### config.mk
export PLATFORM = sky130hd
export DESIGN_NAME = pulse_evt_queue
export DESIGN_NICKNAME = d
export VERILOG_FILES = /design/src/rtl/pulse_evt_queue.sv
export SDC_FILE = /design/constraint.sdc
export NUM_CORES = 1
export LEC_CHECK = 0
export CAP_MARGIN = 20
export CORE_MARGIN = 4
export CORE_UTILIZATION = 25
export DETAILED_ROUTE_END_ITERATION = 10
export DONT_BUFFER_PORTS = 1
export MAX_ROUTING_LAYER = met4
export SYNTH_ARGS = -nofsm -noshare
export SYNTH_HDL_FRONTEND = slang
export SYNTH_SLANG_ARGS = --single-unit
### constraint.sdc
create_clock -name clk -period 2.3 [get_ports clk]
set_input_delay 0.46 -clock clk [delete_from_list [all_inputs] [get_ports clk]]
set_output_delay 0.46 -clock clk [all_outputs]
set_load 0.02 [all_outputs]
### src/rtl/pulse_evt_queue.sv
// Pending-event counter behind a pulse synchronizer. It hands events to a
// consumer over valid/ready, counts every pulse, and flags drops while full.
module pulse_evt_queue #(
  parameter int unsigned CNT_W = 4,
  parameter int unsigned TOT_W = 16
) (
  input  logic             clk,
  input  logic             resetb,
  input  logic             pulse_in,
  output logic             evt_valid,
  input  logic             evt_ready,
  output logic [CNT_W-1:0] pending,
  output logic [TOT_W-1:0] total,
  output logic             overflow,
  input  logic             clr_ovf
);

  typedef enum logic [1:0] {StEmpty, StBusy, StFull} occ_e;

  localparam logic [CNT_W-1:0] PMax = {CNT_W{1'b1}};

  logic [CNT_W-1:0] pending_q, pending_d;
  logic [TOT_W-1:0] total_q, total_d;
  logic             overflow_q, overflow_d;
  logic             push, pop, drop;
  occ_e             occ;

  // Occupancy is decoded from the counter; there is no separate state register.
  always_comb begin
    occ = StBusy;
    if (pending_q == '0) begin
      occ = StEmpty;
    end else if (pending_q == PMax) begin
      occ = StFull;
    end
  end

  assign evt_valid = (occ != StEmpty);
  assign push      = pulse_in;
  assign pop       = evt_valid & evt_ready;

  always_comb begin
    pending_d = pending_q;
    drop      = 1'b0;
    unique case ({push, pop})
      2'b10: begin
        if (occ == StFull) begin
          drop = 1'b1;
        end else begin
          pending_d = pending_q + CNT_W'(1);
        end
      end
      2'b01:   pending_d = pending_q - CNT_W'(1);
      default: pending_d = pending_q;
    endcase
  end

  // Total counts dropped pulses too and wraps naturally.
  assign total_d    = total_q + TOT_W'(push);
  // A drop wins over a concurrent clear.
  assign overflow_d = drop | (overflow_q & ~clr_ovf);

  always_ff @(posedge clk) begin
    if (!resetb) begin
      pending_q  <= '0;
      total_q    <= '0;
      overflow_q <= 1'b0;
    end else begin
      pending_q  <= pending_d;
      total_q    <= total_d;
      overflow_q <= overflow_d;
    end
  end

  assign pending  = pending_q;
  assign total    = total_q;
  assign overflow = overflow_q;

endmodule

**Word level (Yosys, flattened, before mapping)**

Index checks and enable logic that the tools add are counted.
Widths: inputs -> output; s select.

- Register bits after elaboration: 21
- Word-level logic and storage cells: 25

- Bitwise gates (word level): 4
- Equality and inequality tests: 5
- Mux-type cells: 6
- Add/subtract/negate cells: 3
- Reductions and logical operators: 4

Operators by type and width:

| cell | count |
|---|---|
| $add 16x1->16 | 1 |
| $pmux 4 s2 | 1 |
| $add 4x1->4 const B | 1 |
| $eq 2x2->1 const B | 2 |
| $eq 4x4->1 const B | 1 |
| $logic_not 4->1 | 1 |
| $mux 2 | 2 |
| $mux 4 | 1 |
| $reduce_bool 2->1 | 2 |
| $sub 4x1->4 const B | 1 |
| $and 1x1->1 | 2 |
| $eq 2x1->1 const B | 1 |
| $mux 1 | 2 |
| $ne 2x2->1 const B | 1 |
| $reduce_and 2->1 | 1 |
| $not 1->1 | 1 |
| $or 1x1->1 | 1 |

**Longest topological paths before layout**

- Depth in word-level cells: 8
- Mapped depth: 8
- Gate-level depth less buffers: 8

**Least setup slack after synthesis**

No wires, ideal clock.

- Kind: reg2reg
- Start: register pending_q[1] (netlist: pending[1])
- End: register pending_q[3] (netlist: pending[3])
- Path slack: 0.213 ns
- Stages on the path, launching flop included: 9
- Data required time: 2.217 ns
- Clock period less this slack: 2.087 ns
- Setup time: 0.083 ns
- Arrival: 2.004 ns
- Path through: dfxtp_1 -> o41a_1 -> or2b_1 -> inv_1 -> ha_1 -> a21oi_1 -> and2_1 -> nand2_1 -> o221ai_1

- Longest elaborated chain between the ends: 8

Ends and longest elaborated chain:

| what | line | source |
|---|---|---|
| start, declared | 22 | `logic [CNT_W-1:0] pending_q, pending_d;` |
| start signal, assigned | 69 | `pending_q <= pending_d;` |
| $eq 4x4->1 | 33 | `end else if (pending_q == PMax) begin` |
| $mux 2 | 33 |  |
| $mux 2 | 31 | `if (pending_q == '0) begin` |
| $reduce_bool 2->1 | 38 | `assign evt_valid = (occ != StEmpty);` |
| $and 1x1->1 | 40 | `assign pop = evt_valid & evt_ready;` |
| $eq 2x2->1 or $eq 2x1->1 (tied branches) | 45 | `unique case ({push, pop})` |
| $ne 2x2->1 (no source line) or $reduce_bool 2->1 (tied branches) | - |  |
| $reduce_and 2->1 (no source line) | - |  |

Parallel ways exist; a longest one is shown, timed or not. The select of a mux whose other input is x is not followed.
A chain may end at the register's enable or synchronous reset.

**Worst setup path in the final report**

Ends and elaborated chain as after synthesis.

==> run metrics <==
status=finished, final reports clean; placed cell count=approximately 170; hold depth=1; Register-to-Register Setup Slack=between 0.15 and 0.2 ns; launching element type of the critical path=flip-flop; detailed placement HPWL=between 1.5 and 2 mm; pin count of the biggest net entering global routing=25; clock tree root driver cell=clkbuf_8; slew at the pin closest to its max-slew limit=roughly 0.45 ns; number of flip-flops and latches in the synthesized netlist=21; internal power=just under 700 uW; remaining number of nets flagged by the antenna check after routing=0; startpoint-to-endpoint class of the critical path=reg -> reg; number of primary I/O pins=27; worst reg2reg startpoint=pending[1]; initial antenna violation count=0; highest ir drop seen on vdd=548 uV; Routed wire per std cell=about 14 um; final cell count without fillers=177; Max Buffers Root-to-Sink=2; Max Transition Viols Final=0; die extent in x=approximately 74 um; worst hold path class=in -> reg; portion of the post-synthesis area used by sequential elements=0.381; count of hold buffers inserted by post-cts repair=0; Worst Path Max Fanout=3; maximum level of the CTS H-tree=1; Relative slew margins=0.699; Reg clk slew, reported paths=roughly 0.080 ns; # rows=23; layout cells sized above 1=0.0945; cell types with the largest area share after synthesis=dfxtp_1 (38%), and2_1 (7.9%), xnor2_1 (7.9%); highest clock frequency the design can meet=~470 MHz; max-capacitance violation count=0; final routed DRC violation total=0; CTS Sinks=21; net switching share of the total power=0.377; proportion of power drawn by flip-flops and latches=0.390; power share of the combinational group=0.386; cell count after synthesis=roughly 120; share of the synthesized area in the top cell type=0.381; final hold violations=0; first element of the critical path=pending[1]; top_reg_cell synth=dfxtp_1; die area=between 5000 and 6000 um2; wire length of the first global-routing pass=a little over 4 mm; core box area=4140 um2; Syn Std Cell Area=approximately 1100 um2; RSZ-0062 raised after global routing=false; overall fraction of global-route tracks in use=0.0967; largest clock skew in the final design=0.00289 ns; post-synthesis average cell area=9.06 um2; CP Capture Point=pending[3]; capture instance of the worst register-to-register path=pending[3]; clock tree from TritonCTS=yes; antenna cell count=0; share of power burned in the clock network=0.224; ys async rst share=0; vias in the first global route=~920; Min Clock Period, post-route=around 2.1 ns; Worst EP required=2.48 ns; Pleak=~0.47 nW; routed vias/inst=5.16; critical path capture point type=flip-flop; number of DRC markers after the initial detailed-route iteration=41; router iterations before antenna repair=4; Worst Path Arrival=around 2.3 ns; latest clock arrival within the worst-skew pair=between 0.2 and 0.3 ns; GR Overflow Total=0; number of enable-type register cells in the synthesized netlist=0; Final Wtd Congestion=between 0.8 and 0.9; count of cells resized by post-cts repair=0; total vias in the final route=slightly above 900; total nets after synthesis=roughly 130; Final Routed Wirelength=around 2.5 mm; count of input and output buffers=0; Power per Cell Area=between 800 and 900 nW/um2; library cells used by synthesis=38; die height=between 70 and 80 um; final-report setup violation count=0; Register-to-Register Path Depth=8; area growth from synthesis to layout=11.4%; Total Neg Setup Slack=0 ns; # nets final=approximately 140; number of warnings reported in the yosys synthesis log=0; number of post-CTS setup repair buffers=0; final worst-path cycle share=0.929; Switching Power=411 uW; cell type with the highest aggregate area in the netlist=dfxtp_1; starting density of the core=0.267; CTS Buf Count=3
-- cell usage after synthesis, drive strengths merged (3+ instances only) --
master  number
and4         3
and2        16
nand3        8
clkbuf       3
a21boi       4
nand2       14
xnor2       10
nand4        5
a21oi        3
dfxtp       21
o21ai        4
ha           4
inv          5
-- registers in the layout, indices dropped and copies added (netlist names) --
signal / flops
overflow: 1
total: 16
pending: 4
-- area by class of cell --
cell class,instances,area (um2)
fill,463,2910
multi-input combinational,93,653
sequential,21,420
tap,50,62.6
clock buffer,3,41.3
timing repair buffer,4,30.0
inverter,5,18.8
clock inverter,1,5.00
-- power by group through the flow --
stage / clock [mW] / combinational [mW] / sequential, mW
2_1_floorplan: 0 / 0.236 / 0.497
6_report: 0.244 / 0.422 / 0.426
3_5_place_dp: 0 / 0.426 / 0.433
3_3_place_gp: 0 / 0.398 / 0.432
5_1_grt: 0.276 / 0.461 / 0.430
4_1_cts: 0.261 / 0.426 / 0.426
-- layout by cell type, fill, tap and decap left out, types with 2 or more instances in the layout --
master,n
or4_1,2
mux2i_1,2
xnor2_1,10
clkbuf_8,3
dfxtp_1,21
and4_1,2
ha_1,4
a21oi_1,3
or3_1,2
and2_1,14
a21boi_1,3
o31ai_1,2
nand3_1,7
nand4_1,5
inv_1,5
buf_4,4
o21ai_0,3
nand2_1,14
-- routing by layer --
| metal | part of all wire | wire, um | vias up | track usage |
|---|---|---|---|---|
| met5 | 0 | 0 | - | - |
| met4 | 0.0064 | 16 | 0 | 0.0237 |
| met3 | 0.097 | 244 | 2 | 0.0419 |
| met2 | 0.48 | 1210 | 37 | 0.172 |
| met1 | 0.41 | 1040 | 429 | 0.0971 |
| li1 | - | - | 445 | - |
-- per-stage QoR --
step	power (mW)	cell area, um2	util	worst slack (ns)	hold slack [ns]
floorplan	0.733	1100	-	0.213	0.550
global placement	0.830	1180	0.286	0.334	0.571
detailed placement	0.859	1180	0.286	0.183	0.588
CTS	1.11	1230	0.297	0.168	0.311
global route	1.17	1230	0.297	0.0349	0.305
finish	1.09	1230	0.297	0.164	0.324
-- how the worst min path moves through the flow --
stage / from / end / slack, ns
floorplan: total[15] / total[15] / 0.55
global placement: total[15] / total[15] / 0.57
detailed placement: total[15] / total[15] / 0.59
CTS: resetb / total[7] / 0.31
global route: resetb / total[9] / 0.31
finish: resetb / total[6] / 0.32
-- critical path, cell delays in order (launching register included) --
cell      delay [ns]
dfxtp_1         0.32
o41a_1          0.42
or2b_1          0.23
inv_1           0.09
ha_1            0.34
a21oi_1         0.24
and2_1          0.19
nand2_1         0.06
o221ai_1        0.17
-- kinds of logic after synthesis --
logic type	after synthesis	share of synthesized area
buffers and inverters	8	0.0283
AO/OA/AOI/OAI	19	0.123
adder cells (fa/ha/maj)	5	0.0634
multiplexers	2	0.0181
AND/OR/NAND/NOR	56	0.299
XOR/XNOR	11	0.0872
flip-flops	21	0.381
Note: power is estimated with default switching activity, not from simulation.
